### config.mk
export PLATFORM = sky130hd
export DESIGN_NAME = cbus_rr_arbiter
export DESIGN_NICKNAME = d
export VERILOG_FILES = /design/src/rtl/cbus_rr_arbiter.sv
export SDC_FILE = /design/constraint.sdc
export NUM_CORES = 1
export LEC_CHECK = 0
export BUFFER_PORTS_ARGS = -buffer_cell sky130_fd_sc_hd__buf_2
export CAP_MARGIN = 20
export CORE_AREA = 2 2 253 255
export CTS_BUF_LIST = sky130_fd_sc_hd__clkbuf_8 sky130_fd_sc_hd__clkbuf_16
export DETAILED_ROUTE_END_ITERATION = 12
export DIE_AREA = 0 0 255 257
export PLACE_DENSITY = 0.3
export SYNTH_ARGS = -nofsm -noshare
export SYNTH_HDL_FRONTEND = slang
export SYNTH_HIERARCHICAL = 1
export SYNTH_SLANG_ARGS = --single-unit
### constraint.sdc
create_clock -name clk -period 2.12 [get_ports clk]
set_input_delay 0.424 -clock clk [delete_from_list [all_inputs] [get_ports clk]]
set_output_delay 0.424 -clock clk [all_outputs]
set_load 0.02 [all_outputs]
### src/rtl/cbus_rr_arbiter.sv
// cbus_rr_arbiter: N-master to 1-slave cbus burst arbiter; the grant is held for a whole burst.
// Define CBUS_ARB_FIXED_PRIO_EN to select fixed priority (master 0 highest) instead of round-robin.

package cbus_rr_arbiter_pkg;
    typedef struct packed {
        logic        valid;
        logic        is_write;
        logic [2:0]  size;
        logic [63:0] addr;
        logic [7:0]  strobe;
        logic [63:0] data;
        logic [7:0]  len;
        logic [1:0]  burst;
    } cbus_req_t;

    typedef struct packed {
        logic        ready;
        logic        last;
        logic [63:0] data;
    } cbus_resp_t;

    localparam int REQ_W  = $bits(cbus_req_t);
    localparam int RESP_W = $bits(cbus_resp_t);

    localparam logic [7:0] MLEN1  = 8'd0;
    localparam logic [7:0] MLEN8  = 8'd7;
    localparam logic [7:0] MLEN16 = 8'd15;
endpackage

module cbus_rr_arbiter_lane
    import cbus_rr_arbiter_pkg::*;
(
    input  logic             clk,
    input  logic             reset,
    input  logic             gnt,
    input  cbus_req_t        ireq,
    input  cbus_resp_t       oresp,
    output cbus_resp_t       iresp,
    output logic [REQ_W-1:0] req_gated
);
    assign iresp     = gnt ? oresp : '0;
    assign req_gated = gnt ? ireq  : '0;

    // Dropping valid mid-burst leaves the arbiter BUSY forwarding valid=0; flag it in simulation.
    a_hold_valid: assert property (@(posedge clk) disable iff (reset) gnt |-> ireq.valid);
endmodule

module cbus_rr_arbiter
    import cbus_rr_arbiter_pkg::*;
#(
    parameter int NUM_MASTERS = 2,
    parameter int IDX_W       = $clog2(NUM_MASTERS)
) (
    input  logic                         clk,
    input  logic                         reset,
    input  cbus_req_t  [NUM_MASTERS-1:0] ireqs,
    output cbus_resp_t [NUM_MASTERS-1:0] iresps,
    output cbus_req_t                    oreq,
    input  cbus_resp_t                   oresp,
    output logic                         busy,
    output logic [IDX_W-1:0]             grant_idx
);
    typedef enum logic {IDLE, BUSY} state_t;

    state_t                             state_q, state_d;
    logic [IDX_W-1:0]                   sel_q, sel_d;
    logic [IDX_W-1:0]                   last_grant_q, last_grant_d;
    logic [NUM_MASTERS-1:0]             req_vld;
    logic [NUM_MASTERS-1:0]             gnt;
    logic [NUM_MASTERS-1:0][REQ_W-1:0]  req_gated;
    logic [REQ_W-1:0]                   oreq_bits;
    logic                               pick_vld;
    logic [IDX_W-1:0]                   pick_idx;

    assign pick_vld = |req_vld;

`ifdef CBUS_ARB_FIXED_PRIO_EN
    always_comb begin
        pick_idx = '0;
        for (int i = NUM_MASTERS - 1; i >= 0; i--) begin
            if (req_vld[i]) pick_idx = IDX_W'(i);
        end
    end
`else
    localparam logic [IDX_W:0] NM_L = (IDX_W + 1)'(NUM_MASTERS);

    logic [2*NUM_MASTERS-1:0] req_dbl;
    logic [NUM_MASTERS-1:0]   req_rot;
    logic [IDX_W:0]           start, ofs, sum;

    // Rotate the request vector so bit 0 is last_grant+1, take the lowest set bit, rotate back.
    always_comb begin
        start   = {1'b0, last_grant_q} + 1'b1;
        req_dbl = {req_vld, req_vld};
        req_rot = NUM_MASTERS'(req_dbl >> start);
        ofs     = '0;
        for (int k = NUM_MASTERS - 1; k >= 0; k--) begin
            if (req_rot[k]) ofs = (IDX_W + 1)'(k);
        end
        sum      = start + ofs;
        pick_idx = (sum >= NM_L) ? IDX_W'(sum - NM_L) : IDX_W'(sum);
    end
`endif

    always_comb begin
        state_d      = state_q;
        sel_d        = sel_q;
        last_grant_d = last_grant_q;
        case (state_q)
            IDLE: begin
                if (pick_vld) begin
                    sel_d   = pick_idx;
                    state_d = BUSY;
                end
            end
            BUSY: begin
                if (oresp.ready && oresp.last) begin
                    last_grant_d = sel_q;
                    state_d      = IDLE;
                end
            end
            default: state_d = IDLE;
        endcase
    end

    always_ff @(posedge clk) begin
        if (reset) begin
            state_q      <= IDLE;
            sel_q        <= '0;
            last_grant_q <= IDX_W'(NUM_MASTERS - 1);
        end else begin
            state_q      <= state_d;
            sel_q        <= sel_d;
            last_grant_q <= last_grant_d;
        end
    end

    for (genvar i = 0; i < NUM_MASTERS; i++) begin : g_lane
        assign req_vld[i] = ireqs[i].valid;
        assign gnt[i]     = (state_q == BUSY) && (sel_q == IDX_W'(i));

        cbus_rr_arbiter_lane u_lane (
            .clk       (clk),
            .reset     (reset),
            .gnt       (gnt[i]),
            .ireq      (ireqs[i]),
            .oresp     (oresp),
            .iresp     (iresps[i]),
            .req_gated (req_gated[i])
        );
    end

    // At most one lane is granted, so OR-ing the gated requests is the mux.
    always_comb begin
        oreq_bits = '0;
        for (int i = 0; i < NUM_MASTERS; i++) oreq_bits = oreq_bits | req_gated[i];
    end

    assign oreq      = oreq_bits;
    assign busy      = (state_q == BUSY);
    assign grant_idx = sel_q;
endmodule

==> metrics.txt <==
most frequent cells in the layout=511 x sky130_fd_sc_hd__buf_2, 379 x sky130_fd_sc_hd__and2_1, 128 x sky130_fd_sc_hd__buf_6, 111 x sky130_fd_sc_hd__or2_4, 56 x sky130_fd_sc_hd__and2_4; cell count after synthesis=649; element type at the critical path start=register; total number of vias=6,999; number of search-and-repair iterations in the first detailed-routing pass=4; maximum fanout along the worst path=8; TritonCTS clock tree=yes; Routed Wire Length=48.22 mm; status=complete, but fails checks; CP startpoint=grant_idx; non-filler cells, final=2,166; antenna violations before repair=36; via count of the first global-routing pass=6,856; die area=0.06554 sq mm; Final Power=2.866 mW; Via density=3.231; ratio of total power to cell area=269.9 mW/mm^2; Die Height=257 microns; post-synth cell types=18; Worst Path Class, Setup=register to output pin; GR met1 Demand/Resource=0.1255; Final Slew Violations=0; placed cell count=2,112; final core area utilization=0.1693; Tmin final=2164 ps; type of the most critical hold path=input port to register; total of flip-flops plus latches after synthesis=3; transition time at the pin with the least slew margin=414.9 ps; sink count of the clock tree=3; I/O pin count=655; number of synthesis warnings=6; Max Clock Freq=0.4621 GHz; DRT antenna net count=0; share of the clock period used by the worst path after layout=1.021; net total in the final layout=1,680; worst setup path endpoint=oreq[16]; R2R cell count=5; Final WS setup=-44.17 ps; number of buffers on the longest clock path=2; required time of the worst setup path=1700 ps; setup repair after global routing missed its margin=yes; Post-Syn Area per Cell=6.547 sq um; number of buffers created by CTS=3; GRT Total Usage=0.1256; arrival time at the worst endpoint=1740 ps; GR Util met3=0.03571; leakage power=5.715 nW; violations in the final reports=negative setup slack; drt wl/cell=22.26 microns; number of fill cells in the layout=7,292; post-detail-place hpwl=35.99 mm; number of hold buffers added after CTS=0; total global routing overflow=0; Starting Density=0.06773; latest clock arrival within the worst-skew pair=230 ps; depth of the CTS H-tree=1; GR Util met2=0.2569; global route hottest layer=met2; Final TNS setup=-668.9 ps; cell area after synthesis=0.004249 sq mm; DRC violation total after the first TritonRoute iteration=221; area of placed instances=0.008377 sq mm; worst rel slew slack=0.7234; Synthesized Nets=1,019; max-cap check violation count=0; largest net degree at the start of global routing=106; commonest non-fill, non-tap cell in the layout=sky130_fd_sc_hd__buf_2; clock transition at the register clock pins on the worst setup and hold paths after CTS=30 ps; first-pass GRT wire length=55.99 mm; Setup Skew=2.197 ps; Final Hold Violating Endpoints=0; gpl congestion=0.8183; core box area=0.06274 sq mm; sort of element at the end of the critical path=output pin; number of rows created at floorplan=92; number of buffer cells added on primary ports=654; Worst R2R End=last_grant_q; final instance area=0.01062 sq mm; clk root buf=sky130_fd_sc_hd__clkbuf_16; critical register-to-register path startpoint=busy; worst reg-to-reg setup slack=1080 ps; proportion of layout cells with a drive suffix above 1=0.6914; final setup violating endpoints=35; Die X=255 microns; worst vdd ir=0.2595 mV; register area share after synthesis=0.01413; number of remaining DRC errors=0; Area Growth Syn to Fin=149.9%
==> metal layers <==
layer,vias to the layer above,share of wire
li1,3273,-
met1,3173,0.36
met2,468,0.54
met3,71,0.088
met4,14,0.016
met5,-,0.0017
==> report_power, final <==
part           internal (mW)  switching [mW]
logic                   1.28            1.22
clock network          0.244          0.0571
registers             0.0606         0.00293
==> flip-flops by register name, summed over array words and instances (netlist names) <==
| name | cells |
|---|---|
| busy | 1 |
| last_grant_q | 1 |
| grant_idx | 1 |
==> worst min-delay path by stage <==
stage / from / endpoint / slack, ps / cells past startpoint
6_report: reset / grant_idx / 390 / 2
5_1_grt: reset / grant_idx / 400 / 2
4_1_cts: reset / grant_idx / 390 / 2
3_5_place_dp: last_grant_q / last_grant_q / 460 / 2
3_3_place_gp: last_grant_q / last_grant_q / 450 / 2
2_1_floorplan: last_grant_q / last_grant_q / 440 / 2
==> worst max-delay path, cell delays in order (launching register included) <==
cell,delay [ps]
sky130_fd_sc_hd__dfxtp_4,340
sky130_fd_sc_hd__and2_4,170
sky130_fd_sc_hd__clkbuf_16,200
sky130_fd_sc_hd__buf_16,170
sky130_fd_sc_hd__buf_8,130
sky130_fd_sc_hd__and2_4,130
sky130_fd_sc_hd__or2_4,220
sky130_fd_sc_hd__buf_6,130
==> area by class of cell <==
cell class	instances	area [sq um]	area share
flip-flops and latches	3	65.06	0.006126
multi-input cells	596	4158	0.3915
well taps	846	1059	0.09967
repair buffers	704	5225	0.4920
clock inverters	1	3.754	0.0003534
diodes	11	27.53	0.002592
inverters	2	7.507	0.0007069
clock buffers	3	75.07	0.007069
==> synth_stat cells, drive strengths merged <==
| master | n | share of area |
|---|---|---|
| nor2b | 1 | 0.0015 |
| nand2 | 1 | 0.00088 |
| dfxtp | 3 | 0.014 |
| and2 | 435 | 0.64 |
| or2 | 151 | 0.22 |
| nor3 | 2 | 0.0024 |
| and3 | 1 | 0.0026 |
| a21oi | 2 | 0.0032 |
| inv | 2 | 0.0018 |
| buf | 48 | 0.11 |
| o21ai | 2 | 0.0032 |
| nand3b | 1 | 0.0018 |
==> per-stage QoR <==
step,worst slack (ps),hold WS (ps)
finish,-44.17,385.0
global route,-78.09,401.1
CTS,-101.8,386.3
detailed placement,41.63,459.7
global placement,101.9,453.9
floorplan,233.2,443.0
==> logic make-up after synthesis <==
family / after synthesis / share of synthesized area
AND/OR/NAND/NOR: 592 / 0.8722
buffers and inverters: 50 / 0.1072
AO/OA/AOI/OAI: 4 / 0.006477
flip-flops: 3 / 0.01413
==> timing repair <==
action,in CTS,in global routing
cloned,12,15
endpoints found under the setup margin,118,173
resized for setup,188,263
hold endpoints to repair,0,0
pin swaps,5,17
buffers inserted,6,8
(Power assumes the default switching activity.)
